**src/rtl/picomips_mc.sv**
```systemverilog
// picomips_mc: multi-cycle picoMIPS core with internal register file, shift-add MULH unit
// and valid/ready handshakes on the input and output ports.
module picomips_mc #(
  parameter int N     = 8,
  parameter int RBITS = 3,
  parameter int PSIZE = 6,
  localparam int ISIZE = 6 + 2 * RBITS + N
) (
  input  logic             clk_i,
  input  logic             reset_i,
  output logic [PSIZE-1:0] pc_addr_o,
  input  logic [ISIZE-1:0] instr_i,
  input  logic [N-1:0]     in_data_i,
  input  logic             in_valid_i,
  output logic             in_ready_o,
  output logic [N-1:0]     out_data_o,
  output logic             out_valid_o,
  input  logic             out_ready_i,
  output logic             halted_o,
  output logic [2:0]       dbg_state_o
);

  // Handshakes: a word moves on any rising edge where valid && ready are both high.
  // in_ready is high only in S_WAIT_IN; out_valid/out_data are held until accepted.

  typedef enum logic [2:0] {
    S_FETCH, S_EXEC, S_MUL, S_WAIT_IN, S_WAIT_OUT, S_HALT
  } state_t;

  localparam logic [5:0] OP_ADD   = 6'h01;
  localparam logic [5:0] OP_ADDI  = 6'h02;
  localparam logic [5:0] OP_SUB   = 6'h03;
  localparam logic [5:0] OP_MULH  = 6'h04;
  localparam logic [5:0] OP_MULHI = 6'h05;
  localparam logic [5:0] OP_IN    = 6'h06;
  localparam logic [5:0] OP_OUT   = 6'h07;
  localparam logic [5:0] OP_BEQ   = 6'h08;
  localparam logic [5:0] OP_J     = 6'h09;
  localparam logic [5:0] OP_HALT  = 6'h0A;

  localparam int CW = $clog2(N + 1);

  state_t             state_q;
  logic [PSIZE-1:0]   pc_q;
  logic [N-1:0]       regs_q [2**RBITS];
  logic [N-1:0]       out_data_q;
  logic               out_valid_q;
  logic               in_ready_q;
  logic               halted_q;
  logic [N-1:0]       mcand_q;
  logic [2*N-1:0]     prod_q;
  logic [CW-1:0]      cnt_q;
  logic [RBITS-1:0]   rd_q;

  logic [5:0]         op;
  logic [RBITS-1:0]   rd;
  logic [RBITS-1:0]   rs;
  logic [N-1:0]       imm;
  logic [N-1:0]       rd_val;
  logic [N-1:0]       rs_val;
  logic [PSIZE-1:0]   pc_inc_d;
  logic [N-1:0]       addend_d;
  logic [N:0]         sum_d;
  logic [2*N-1:0]     prod_d;

  assign op     = instr_i[ISIZE-1 -: 6];
  assign rd     = instr_i[N+2*RBITS-1 -: RBITS];
  assign rs     = instr_i[N+RBITS-1 -: RBITS];
  assign imm    = instr_i[N-1:0];
  assign rd_val = regs_q[rd];
  assign rs_val = regs_q[rs];

  assign pc_inc_d = pc_q + 1'b1;

  // One shift-add step: add multiplicand into the upper half when the multiplier LSB is set,
  // then shift the whole product right. After N steps prod holds the full 2N-bit product.
  assign addend_d = prod_q[0] ? mcand_q : '0;
  assign sum_d    = {1'b0, prod_q[2*N-1:N]} + {1'b0, addend_d};
  assign prod_d   = {sum_d, prod_q[N-1:1]};

  always_ff @(posedge clk_i or posedge reset_i) begin
    if (reset_i) begin
      state_q     <= S_FETCH;
      pc_q        <= '0;
      out_data_q  <= '0;
      out_valid_q <= 1'b0;
      in_ready_q  <= 1'b0;
      halted_q    <= 1'b0;
      mcand_q     <= '0;
      prod_q      <= '0;
      cnt_q       <= '0;
      rd_q        <= '0;
      for (int i = 0; i < 2**RBITS; i++) regs_q[i] <= '0;
    end else begin
      case (state_q)
        S_FETCH: state_q <= S_EXEC;
        S_EXEC: begin
          case (op)
            OP_ADD: begin
              regs_q[rd] <= rd_val + rs_val;
              pc_q       <= pc_inc_d;
              state_q    <= S_FETCH;
            end
            OP_ADDI: begin
              regs_q[rd] <= rd_val + imm;
              pc_q       <= pc_inc_d;
              state_q    <= S_FETCH;
            end
            OP_SUB: begin
              regs_q[rd] <= rd_val - rs_val;
              pc_q       <= pc_inc_d;
              state_q    <= S_FETCH;
            end
            OP_MULH, OP_MULHI: begin
              mcand_q <= rd_val;
              prod_q  <= {{N{1'b0}}, (op == OP_MULH) ? rs_val : imm};
              cnt_q   <= CW'(N);
              rd_q    <= rd;
              state_q <= S_MUL;
            end
            OP_IN: begin
              rd_q       <= rd;
              in_ready_q <= 1'b1;
              state_q    <= S_WAIT_IN;
            end
            OP_OUT: begin
              out_data_q  <= rd_val;
              out_valid_q <= 1'b1;
              state_q     <= S_WAIT_OUT;
            end
            OP_BEQ: begin
              pc_q    <= (rd_val == rs_val) ? imm[PSIZE-1:0] : pc_inc_d;
              state_q <= S_FETCH;
            end
            OP_J: begin
              pc_q    <= imm[PSIZE-1:0];
              state_q <= S_FETCH;
            end
            OP_HALT: begin
              halted_q <= 1'b1;
              state_q  <= S_HALT;
            end
            default: begin
              pc_q    <= pc_inc_d;
              state_q <= S_FETCH;
            end
          endcase
        end
        S_MUL: begin
          prod_q <= prod_d;
          cnt_q  <= cnt_q - 1'b1;
          if (cnt_q == CW'(1)) begin
            regs_q[rd_q] <= prod_d[2*N-1:N];
            pc_q         <= pc_inc_d;
            state_q      <= S_FETCH;
          end
        end
        S_WAIT_IN: begin
          if (in_valid_i) begin
            regs_q[rd_q] <= in_data_i;
            in_ready_q   <= 1'b0;
            pc_q         <= pc_inc_d;
            state_q      <= S_FETCH;
          end
        end
        S_WAIT_OUT: begin
          if (out_ready_i) begin
            out_valid_q <= 1'b0;
            pc_q        <= pc_inc_d;
            state_q     <= S_FETCH;
          end
        end
        S_HALT:  state_q <= S_HALT;
        default: state_q <= S_FETCH;
      endcase
    end
  end

  assign pc_addr_o   = pc_q;
  assign in_ready_o  = in_ready_q;
  assign out_data_o  = out_data_q;
  assign out_valid_o = out_valid_q;
  assign halted_o    = halted_q;
  assign dbg_state_o = 3'(state_q);

endmodule

```
**config.mk**
```make
export PLATFORM = sky130hd
export DESIGN_NAME = picomips_mc
export DESIGN_NICKNAME = d
export VERILOG_FILES = /design/src/rtl/picomips_mc.sv
export SDC_FILE = /design/constraint.sdc
export NUM_CORES = 1
export LEC_CHECK = 0
export CAP_MARGIN = 20
export CORE_MARGIN = 2
export CORE_UTILIZATION = 45
export DETAILED_ROUTE_END_ITERATION = 7
export HOLD_SLACK_MARGIN = 0.05
export MAX_ROUTING_LAYER = met4
export PLACE_DENSITY_LB_ADDON = 0.15
export SKIP_CTS_REPAIR_TIMING = 1
export SLEW_MARGIN = 20
export SYNTH_ARGS = -nofsm -noshare
export SYNTH_HDL_FRONTEND = slang
export SYNTH_SLANG_ARGS = --single-unit
```
**constraint.sdc**
```tcl
create_clock -name clk_i -period 4 [get_ports clk_i]
set_input_delay 1 -clock clk_i [delete_from_list [all_inputs] [get_ports clk_i]]
set_output_delay 1 -clock clk_i [all_outputs]
set_load 0.02 [all_outputs]
```
[Word-level counts from Yosys, hierarchy flattened]
Index checks and enable logic that the tools add are counted.
Word-level totals
  register bits after elaboration: 115
  output and inout port bits: 20
Operators by class
  add/sub/neg operators: 6
  $lt $le $gt $ge: 5
  equal/unequal tests: 25
  mux-type cells: 42
  bitwise gates (word level): 3
  reductions and logical operators: 21
Operators by type and width (number)
  one-hot mux 64 bit (3 select lines): 2
  bitwise mux 64 bit: 5
  2-to-1 mux 64 bit: 2
  2-to-1 mux 8 bit: 8
  binary-select mux 8 bit (select 3 bit): 2
  demux 8 bit (select 3 bit): 2
  one-hot mux 16 bit (2 select lines): 1
  == test 6 x 3 -> 1 bit, second input constant: 4
  2-to-1 mux 6 bit: 4
  one-hot mux 6 bit (4 select lines): 1
  == test 6 x 4 -> 1 bit, second input constant: 3
  one-hot mux 3 bit (6 select lines): 1
  one-hot mux 6 bit (3 select lines): 1
  adder 8 bit: 2
  2-to-1 mux 16 bit: 1
  != test 2 bit, second input constant: 7
  == test 6 x 2 -> 1 bit, second input constant: 2
  greater-or-equal comparator 4 bit, second input constant: 3
  inverter 3 -> 4 bit: 3
  one-hot mux 3 bit (4 select lines): 1
  AND reduction 2 bit: 5
  adder 8 x 8 -> 9 bit: 1
  2-to-1 mux 3 bit: 3
  AND reduction 3 bit: 3
  25 further kinds: 35

[Logic depth before layout (Yosys ltp)]
Gate-level depths: netlist of run 1.
  depth in word-level cells: 8
  gate-level depth with buffers: 17
  depth with buffers taken out: 15

[Worst setup path before layout of run 1]
No wires, ideal clock.
  kind: input to register
  start point: input port instr_i[8]
  end point: register (tool-made name)
  setup time: 0.164 ns
  arrival time: 4.613 ns
  data required time: 3.836 ns
  setup slack: -0.777 ns
  stages on the path: 14
  path buffers: 2
  cells stage by stage: clkbuf_1 clkbuf_1 mux4_2 mux2_2 ha_1 fa_1 nand2b_1 a21oi_1 o21ai_0 a211oi_1 or4_1 a21oi_1 o21a_1 o311ai_0
RTL lines
  from (decl): line 12  | input logic [ISIZE-1:0] instr_i,

==> results of run 1 <==
==> power breakdown <==
group          total, mW  internal (mW)  switching, mW
logic               3.05           1.31           1.74
clock network       1.58          0.886          0.693
registers           1.82           1.45          0.374
total               6.45           3.65           2.80
==> routing by layer <==
layer | share of wire | GRT usage | wire (microns) | up-vias
li1 | - | - | - | 4403
met3 | 0.078 | 0.0545 | 2760 | 116
met5 | 0 | - | 0 | -
met2 | 0.48 | 0.562 | 17000 | 546
met1 | 0.39 | 0.422 | 13800 | 4840
met4 | 0.048 | 0.148 | 1690 | 0
==> cell families after synthesis <==
logic type,Yosys count,share of synthesized area
adders and majority gates,37,0.0547
muxes,41,0.0737
DFF,115,0.319
buffers and inverters,104,0.0452
and+or+nand+nor,335,0.177
AOI/OAI and AO/OA,430,0.310
xor gates and xnor gates,19,0.0193
==> layout make-up <==
class                      instances  area (sq um)
clock buffer                      17           425
clock inverter                    15           159
fill                            1741          7730
inverter                          24          93.8
multi-input combinational        862          6050
sequential                       115          2880
tap                              265           332
timing repair buffer             218          1920
==> how the worst min path moves through the flow <==
| stage | cells past startpoint | end | start | slack (ns) |
|---|---|---|---|---|
| 2_1_floorplan | 2 | mcand_q[6] | mcand_q[6] | 0.44 |
| 3_3_place_gp | 1 | halted_o | halted_o | 0.45 |
| 3_5_place_dp | 1 | halted_o | halted_o | 0.46 |
| 4_1_cts | 1 | halted_o | halted_o | 0.47 |
| 5_1_grt | 2 | mcand_q[2] | mcand_q[2] | 0.50 |
| 6_report | 1 | halted_o | halted_o | 0.47 |
==> stage by stage <==
| stage | setup slack [ns] | power [mW] | utilization | setup TNS, ns |
|---|---|---|---|---|
| after floorplan | -0.224 | 3.39 | - | -2.67 |
| after global placement | -1.03 | 4.60 | 0.558 | -47.88 |
| after detailed placement | -1.10 | 4.65 | 0.559 | -51.03 |
| after CTS | -0.727 | 6.24 | 0.589 | -24.66 |
| after global routing | -0.158 | 6.79 | 0.606 | -1.48 |
| final | -0.0401 | 6.45 | 0.606 | -0.0689 |
==> synthesized netlist by cell type (11+ instances only) <==
library cell,instances
o32ai_1,16
o22ai_1,13
o21ai_0,108
and2_1,11
and3_1,16
dfrtp_1,115
nor2b_1,14
xnor2_1,11
o21bai_1,11
o41ai_1,11
inv_1,24
clkbuf_1,66
o21a_1,12
a21oi_1,108
ha_1,33
mux4_2,18
a21o_1,16
mux2i_1,11
nor3_1,16
nand3_1,47
nor2_1,102
nand2_1,86
a22oi_1,39
==> flow_metrics.env, run 1 <==
export IMPL_row_count=51
export IMPL_fp_dieW_microns=146
export IMPL_crit_family="compound AO/OA/AOI/OAI gates"
export IMPL_crit_buf_inv=6
export IMPL_drv_slew=0
export IMPL_crit_chain="buf_8, buf_4, nor3b_2, buf_4, a221oi_1, nand3_1, buf_4, ha_1, nand3_1, o211ai_1, o41ai_2, xnor2_1, nor3_1, buf_4, a221oi_4, buf_12, a21oi_1, o31ai_1"
export IMPL_mostFrequentLayoutCell="buf_4"
export IMPL_n_antenna_cell=0
export IMPL_drc=0
export IMPL_hold_path_class="flop to flop"
export IMPL_numPortBuffers=51
export IMPL_worst_pin_slew_ns=0.978
export IMPL_grt_pass1_wl_microns=55500
export IMPL_r2r_cells=14
export IMPL_synthToLayoutAreaGrowth_pct=31.6
export IMPL_start_util=0.460
export IMPL_first_pass_iters=8
export IMPL_syn_inst=1081
export IMPL_wl_per_cell_microns=23.3
export IMPL_syn_area_sq_mm=0.00902
export IMPL_layout_setup_ws_ns=-0.0401
export IMPL_outcome="finished, violations left"
export IMPL_synthesis_nets=1150
export IMPL_cts_tree="yes"
export IMPL_final_cell_area_sq_mm=0.0119
export IMPL_crit_top_cell="buf_4"
export IMPL_crit_type="input port to flop"
export IMPL_synth_area_per_cell_sq_um=8.34
export IMPL_worst_r2r_setup_slack_ns=0.39
export IMPL_post_route_period_util=1.01
export IMPL_synth_ff_type="dfrtp_1"
export IMPL_root_buffer="clkbuf_16"
export IMPL_clock_latency_ns=0.42
export IMPL_antenna_found_initial=0
export IMPL_slew_headroom=0.346
export IMPL_grt_max_degree=116
export IMPL_synth_cell_types=72
export IMPL_vias_per_cell=6.53
export IMPL_finalSetupViolCount=2
export IMPL_drive_above_1_share=0.242
export IMPL_ys_seq_elements=115
export IMPL_yosysWarningCount=0
export IMPL_rsz0062_at_grt="yes"
export IMPL_synth_top_area_cell="dfrtp_1"
export IMPL_dp_cells=1472
export IMPL_crit_path_max_incr_delay_ns=0.34
export IMPL_globalplace_congestion=1.00
export IMPL_vdd_drop_max_v=0.000311
export IMPL_power_density_mw_per_mm2=544
export IMPL_seq_area_frac_synth=0.319
export IMPL_drt_iter0_markers=977
export IMPL_setup_worst_path_end_class="flop"
export IMPL_wl_microns=35300
export IMPL_final_nets=1307
export IMPL_fin_crit_ns=4.04
export IMPL_worst_setup_path_start_kind="input port"
export IMPL_arrival_ns=4.35
export IMPL_skew_ns=0.00905
export IMPL_grt_overflow_total=0
export IMPL_critPathLaunch="instr_i[11]"
export IMPL_hold_violations=0
export IMPL_p_leak_nw=5.13
export IMPL_detail_route_antenna_nets=0
export IMPL_clock_path_buffers=2
export IMPL_die_y_microns=146
export IMPL_hold_ws_ns=0.468
export IMPL_cts_buffers=17
export IMPL_clock_fmax_mhz=248
export IMPL_maxCapViolCount=0
export IMPL_violations="setup timing"
export IMPL_fp_dieArea_sq_mm=0.0212
export IMPL_cp_depth=18
export IMPL_final_cell_mix="buf_4 (152), dfrtp_1 (115), a21oi_1 (100), nor2_1 (99), o21ai_0 (97)"
export IMPL_vias=9905
export IMPL_core_sq_mm=0.0196
export IMPL_synthArstFlopShare=1.00
export IMPL_instances_no_fill=1516
export IMPL_synth_area_leaders="dfrtp_1 (32%), a21oi_1 (6.0%), o21ai_0 (6.0%)"
export IMPL_clk_pin_slew_ns=0.07
export IMPL_grt_pass1_vias=9781
export IMPL_hpwl_microns=25700
export IMPL_critPathSlowestCell="ha_1"
export IMPL_synth_top_area_frac=0.319
export IMPL_cts_htree_levels=4
export IMPL_io_pins=52
export IMPL_synth_edf_count=0
export IMPL_grt_usage=0.343
export IMPL_cts_sinks=115
export IMPL_cp_max_fo=8
export IMPL_place_area_sq_mm=0.0109
export IMPL_crit_required_ns=4.31
No activity file was read; power rests on OpenSTA's default activity.
==> run 2, diff against run 1 <==
REMOVE_ABC_BUFFERS = 1   (was not set)
SLEW_MARGIN = 10   (was 20)
==> flow_metrics.env, run 2 (synthesis results as in run 1) <==
export IMPL_setup_worst_path_end_class="flop"
export IMPL_wl_per_cell_microns=23.3
export IMPL_clock_latency_ns=0.43
export IMPL_hold_path_class="flop to flop"
export IMPL_finalSetupViolCount=0
export IMPL_outcome="completed"
export IMPL_crit_required_ns=4.28
export IMPL_place_area_sq_mm=0.0107
export IMPL_slew_headroom=0.371
export IMPL_detail_route_antenna_nets=0
export IMPL_clock_fmax_mhz=251
export IMPL_final_cell_mix="buf_4 (141), dfrtp_1 (115), o21ai_0 (102), nor2_1 (100), a21oi_1 (95)"
export IMPL_hpwl_microns=25000
export IMPL_instances_no_fill=1516
export IMPL_drc=0
export IMPL_power_mw=6.52
export IMPL_io_pins=52
export IMPL_final_util=0.620
export IMPL_root_buffer="clkbuf_16"
export IMPL_drv_slew=0
export IMPL_arrival_ns=4.26
export IMPL_hold_ws_ns=0.476
export IMPL_power_density_mw_per_mm2=536
export IMPL_fp_dieW_microns=146
export IMPL_post_route_period_util=0.995
export IMPL_layout_setup_ws_ns=0.0209
export IMPL_cts_buffers=17
export IMPL_clk_pin_slew_ns=0.06
export IMPL_vdd_drop_max_v=0.000316
export IMPL_hold_violations=0
export IMPL_grt_overflow_total=0
export IMPL_antenna_found_initial=0
export IMPL_vias_per_cell=6.53
export IMPL_die_y_microns=146
export IMPL_n_antenna_cell=0
export IMPL_fin_crit_ns=3.98
export IMPL_numPortBuffers=51
export IMPL_clock_path_buffers=2
export IMPL_min_to="mcand_q[3]"
export IMPL_grt_usage=0.330
export IMPL_hold_path_depth=2
export IMPL_vias=9893
export IMPL_first_pass_iters=6
export IMPL_rsz0062_at_grt="yes"
export IMPL_grt_pass1_wl_microns=52900
export IMPL_drt_iter0_markers=1112
export IMPL_globalplace_congestion=0.972
export IMPL_synthToLayoutAreaGrowth_pct=34.8
export IMPL_cp_max_fo=7
export IMPL_drive_above_1_share=0.268
export IMPL_worst_pin_slew_ns=0.918
export IMPL_dp_slack_ns=-1.30
export IMPL_worstHoldStart="mcand_q[3]"
export IMPL_core_sq_mm=0.0196
export IMPL_cts_tree="yes"
export IMPL_tns_ns=0
export IMPL_worst_r2r_setup_slack_ns=0.45
export IMPL_r2r_cells=14
export IMPL_p_leak_nw=5.18
export IMPL_mostFrequentLayoutCell="buf_4"
export IMPL_cts_htree_levels=4
export IMPL_wl_microns=35300
export IMPL_fp_dieArea_sq_mm=0.0212
export IMPL_grt_pass1_vias=9217
export IMPL_maxCapViolCount=0
export IMPL_crit_type="input port to flop"
export IMPL_start_util=0.460
export IMPL_grt_max_degree=68
export IMPL_final_nets=1307
export IMPL_worst_setup_path_start_kind="input port"
export IMPL_row_count=51
export IMPL_cts_sinks=115
export IMPL_dp_cells=1462
export IMPL_final_cell_area_sq_mm=0.0122
export IMPL_skew_ns=0.0147
-- run 2: cell types whose count changed in the layout (fill, tap and decap cells not counted), sizes merged --
cell           previous run  this run
buf                     170       169
clkinv                    0         2
clkbuf                   17        18
inv                      34        35
clkdlybuf4s50            46        45
dlymetal6s2s              2         3
clkinvlp                  4         1
-- run 2: worst max-delay path, stage by stage --
cell	delay (ns)
buf_6	0.09
buf_8	0.12
buf_6	0.11
and3b_2	0.24
buf_4	0.18
a22o_1	0.23
a221oi_2	0.22
nand3_2	0.19
ha_4	0.28
inv_2	0.07
buf_4	0.11
a21oi_2	0.08
and4_1	0.23
or4_4	0.58
a21oi_4	0.15
buf_6	0.15
o21a_1	0.14
o311ai_2	0.08
-- run 2: final cells by class --
type                    instances  area, sq um
clock inverters                15          158
inverters                      24         92.6
repair buffers                218         1930
flip-flops and latches        115         2880
well taps                     265          332
clock buffers                  17          425
multi-input cells             862         6330
fillers                      1688         7440
-- run 2: worst max-delay path by stage --
stage / startpoint / depth (start not counted) / to / slack (ns)
floorplan: instr_i[13] / 12 / flop / -0.58
global placement: instr_i[13] / 14 / flop / -1.21
finish: instr_i[11] / 18 / flop / 0.02
detailed placement: instr_i[12] / 16 / flop / -1.30
CTS: instr_i[12] / 16 / flop / -0.84
global route: instr_i[11] / 21 / flop / -0.09
-- run 2: layer usage --
metal	wire length, microns	GRT usage	vias up
met5	0	-	-
met4	1570	0.155	0
met3	2800	0.0461	112
met2	17000	0.532	585
met1	13800	0.412	4777
li1	-	-	4419
-- run 2: power breakdown --
part	internal (mW)	switching (mW)	leakage (nW)	total, mW
clock	0.885	0.685	0.288	1.57
sequential	1.45	0.386	1.53	1.83
combinational	1.35	1.77	3.36	3.12
total	3.68	2.84	5.18	6.52
==> RTL change: new RTL, settings of run 2 <==
Reset style: synchronous (`reset_i`), changed in one clocked block.
--- a/src/rtl/picomips_mc.sv
+++ b/src/rtl/picomips_mc.sv
@@ -78,7 +78,7 @@
   assign sum_d    = {1'b0, prod_q[2*N-1:N]} + {1'b0, addend_d};
   assign prod_d   = {sum_d, prod_q[N-1:1]};
 
-  always_ff @(posedge clk_i or posedge reset_i) begin
+  always_ff @(posedge clk_i) begin
     if (reset_i) begin
       state_q     <= S_FETCH;
       pc_q        <= '0;
Formal check against the unedited RTL: differs if reset_i is asserted again (counterexample within 4 cycles, from zero or initial values and one cycle with reset_i high); with reset_i held inactive, the same outputs for 4 cycles.
==> RTL change against run 2 <==
Wire length shrank 40%; via count is 37% lower; worst setup slack gained 0.13 ns; final area decreased by 24%; area after synthesis fell by 22%; largest cell class unchanged; critical path type unchanged; sequential cell count is the same.
Power is not compared: it rests on default switching activity, and its combinational part moved more than twofold at a synthesized area within 25%.
==> RTL change: results <==
{
  "status": "complete, no violations",
  "holdWs_ns": 0.464,
  "viasPerCell": 5.89,
  "grt_max_degree": 63,
  "antenna_found_initial": 0,
  "dr.first_iter.drc_count": 514,
  "nNetsFinal": 910,
  "crit_start": "instr_i[12]",
  "h-tree-depth": 4,
  "clk_latency_ns": 0.43,
  "ir_worst_vdd_uv": 416,
  "slew-limit-headroom_pct": 44.6,
  "wirelength_um": 21300,
  "drtPass1Iterations": 5,
  "clockBufferDepth": 2,
  "top_regs": "regs_q x64, prod_q x16",
  "skew_ns": 0.00857,
  "slowest_delay_ns": 0.45,
  "critical_path.slowest_cell": "clkdlybuf4s50_1",
  "r2r_slack_ns": 0.58,
  "reg2regPathDepth": 13,
  "grt_pass1_vias": 6262,
  "grt_pass1_wl_um": 33900,
  "hold_end": "prod_q[8]$_SDFFE_PP0P_",
  "clkTransAtPathRegs_ns": 0.05,
  "root_buffer": "clkbuf_16",
  "r2r-end": "regs_q[5][6]$_SDFFCE_PN0P_",
  "cts_buffers": 17,
  "switchingPower_uw": 933,
  "synth.yosys.warnings": 0,
  "synth_edf_count": 64,
  "portBuffers": 51,
  "worstPathArrival_ns": 3.99,
  "dpl-instance-area_um2": 8400,
  "synth_cell_types": 62,
  "drive_gt1_share_pct": 24.5,
  "yosysSeqAreaShare_pct": 41.9,
  "synth_flop_cell": "edfxtp_1",
  "p_leak_uw": 0.00361,
  "ys_top_cells_by_area": "edfxtp_1, dfxtp_1, mux4_2",
  "cp-endpoint": "regs_q[1][5]$_SDFFCE_PN0P_",
  "hp-start": "prod_q[8]$_SDFFE_PP0P_",
  "antenna_cells": 0,
  "path_delay_family": "buffers and inverters",
  "grtUsageTotal_pct": 28.1,
  "hold_path_class": "reg2reg",
  "dp_hpwl_um": 15500,
  "yosys-top-cells-count": "nor2_1, edfxtp_1, dfxtp_1",
  "synthArstFlopShare_pct": 0,
  "crit_fanout": 9,
  "min_path_cells": 2,
  "routabilityCongestion": 0.928
}
[RTL change: kinds of logic (layout without fill, tap and decap cells)]
| group | count (synthesis) | after routing | synth area share [%] |
|---|---|---|---|
| xor+xnor | 16 | 16 | 1.99 |
| compound gates | 148 | 148 | 13.7 |
| mux | 54 | 54 | 13.4 |
| flops | 115 | 115 | 41.9 |
| fa+ha+maj | 29 | 29 | 5.49 |
| buf+inv | 64 | 212 | 3.69 |
| simple gates | 288 | 288 | 19.8 |
[RTL change: per-stage QoR]
stage	instances	worst slack (ns)	power, uW
2_1_floorplan	674	-0.104	1650
3_3_place_gp	1013	-0.730	1970
3_5_place_dp	1013	-0.788	1980
4_1_cts	1045	-0.372	3590
5_1_grt	1050	0.00190	3780
6_report	1050	0.151	3640
[RTL change: final cells by class]
cell class | count | area [um^2]
Clock inverter | 9 | 153
Multi-Input combinational cell | 535 | 3990
Inverter | 24 | 90.1
Sequential cell | 115 | 2940
Fill cell | 1252 | 5940
Clock buffer | 23 | 468
Timing Repair Buffer | 156 | 1380
Tap cell | 188 | 235
[RTL change: worst reg2reg max path, delay by kind of cell, from the launching register on]
kind                     cells  cell delay (ns)
buffers and inverters        1             0.19
adder cells (fa/ha/maj)      2             0.52
flip-flops                   1             0.40
XOR/XNOR                     1             0.15
AO/OA/AOI/OAI                4             0.72
multiplexers                 3             1.09
AND/OR/NAND/NOR              2             0.11
[RTL change: power groups by stage]
stage               combinational, uW  sequential (uW)  clock, uW
floorplan                         335             1320          0
global placement                  655             1320          0
detailed placement                660             1320          0
CTS                               665             1290       1630
global route                      793             1300       1690
finish                            731             1290       1620
[RTL change: layer usage]
layer | global-route usage (%) | part of all wire [%]
met3 | 6.94 | 6.6
met1 | 34.4 | 41
met5 | - | 0
met2 | 45.2 | 49
met4 | 10.8 | 3.1
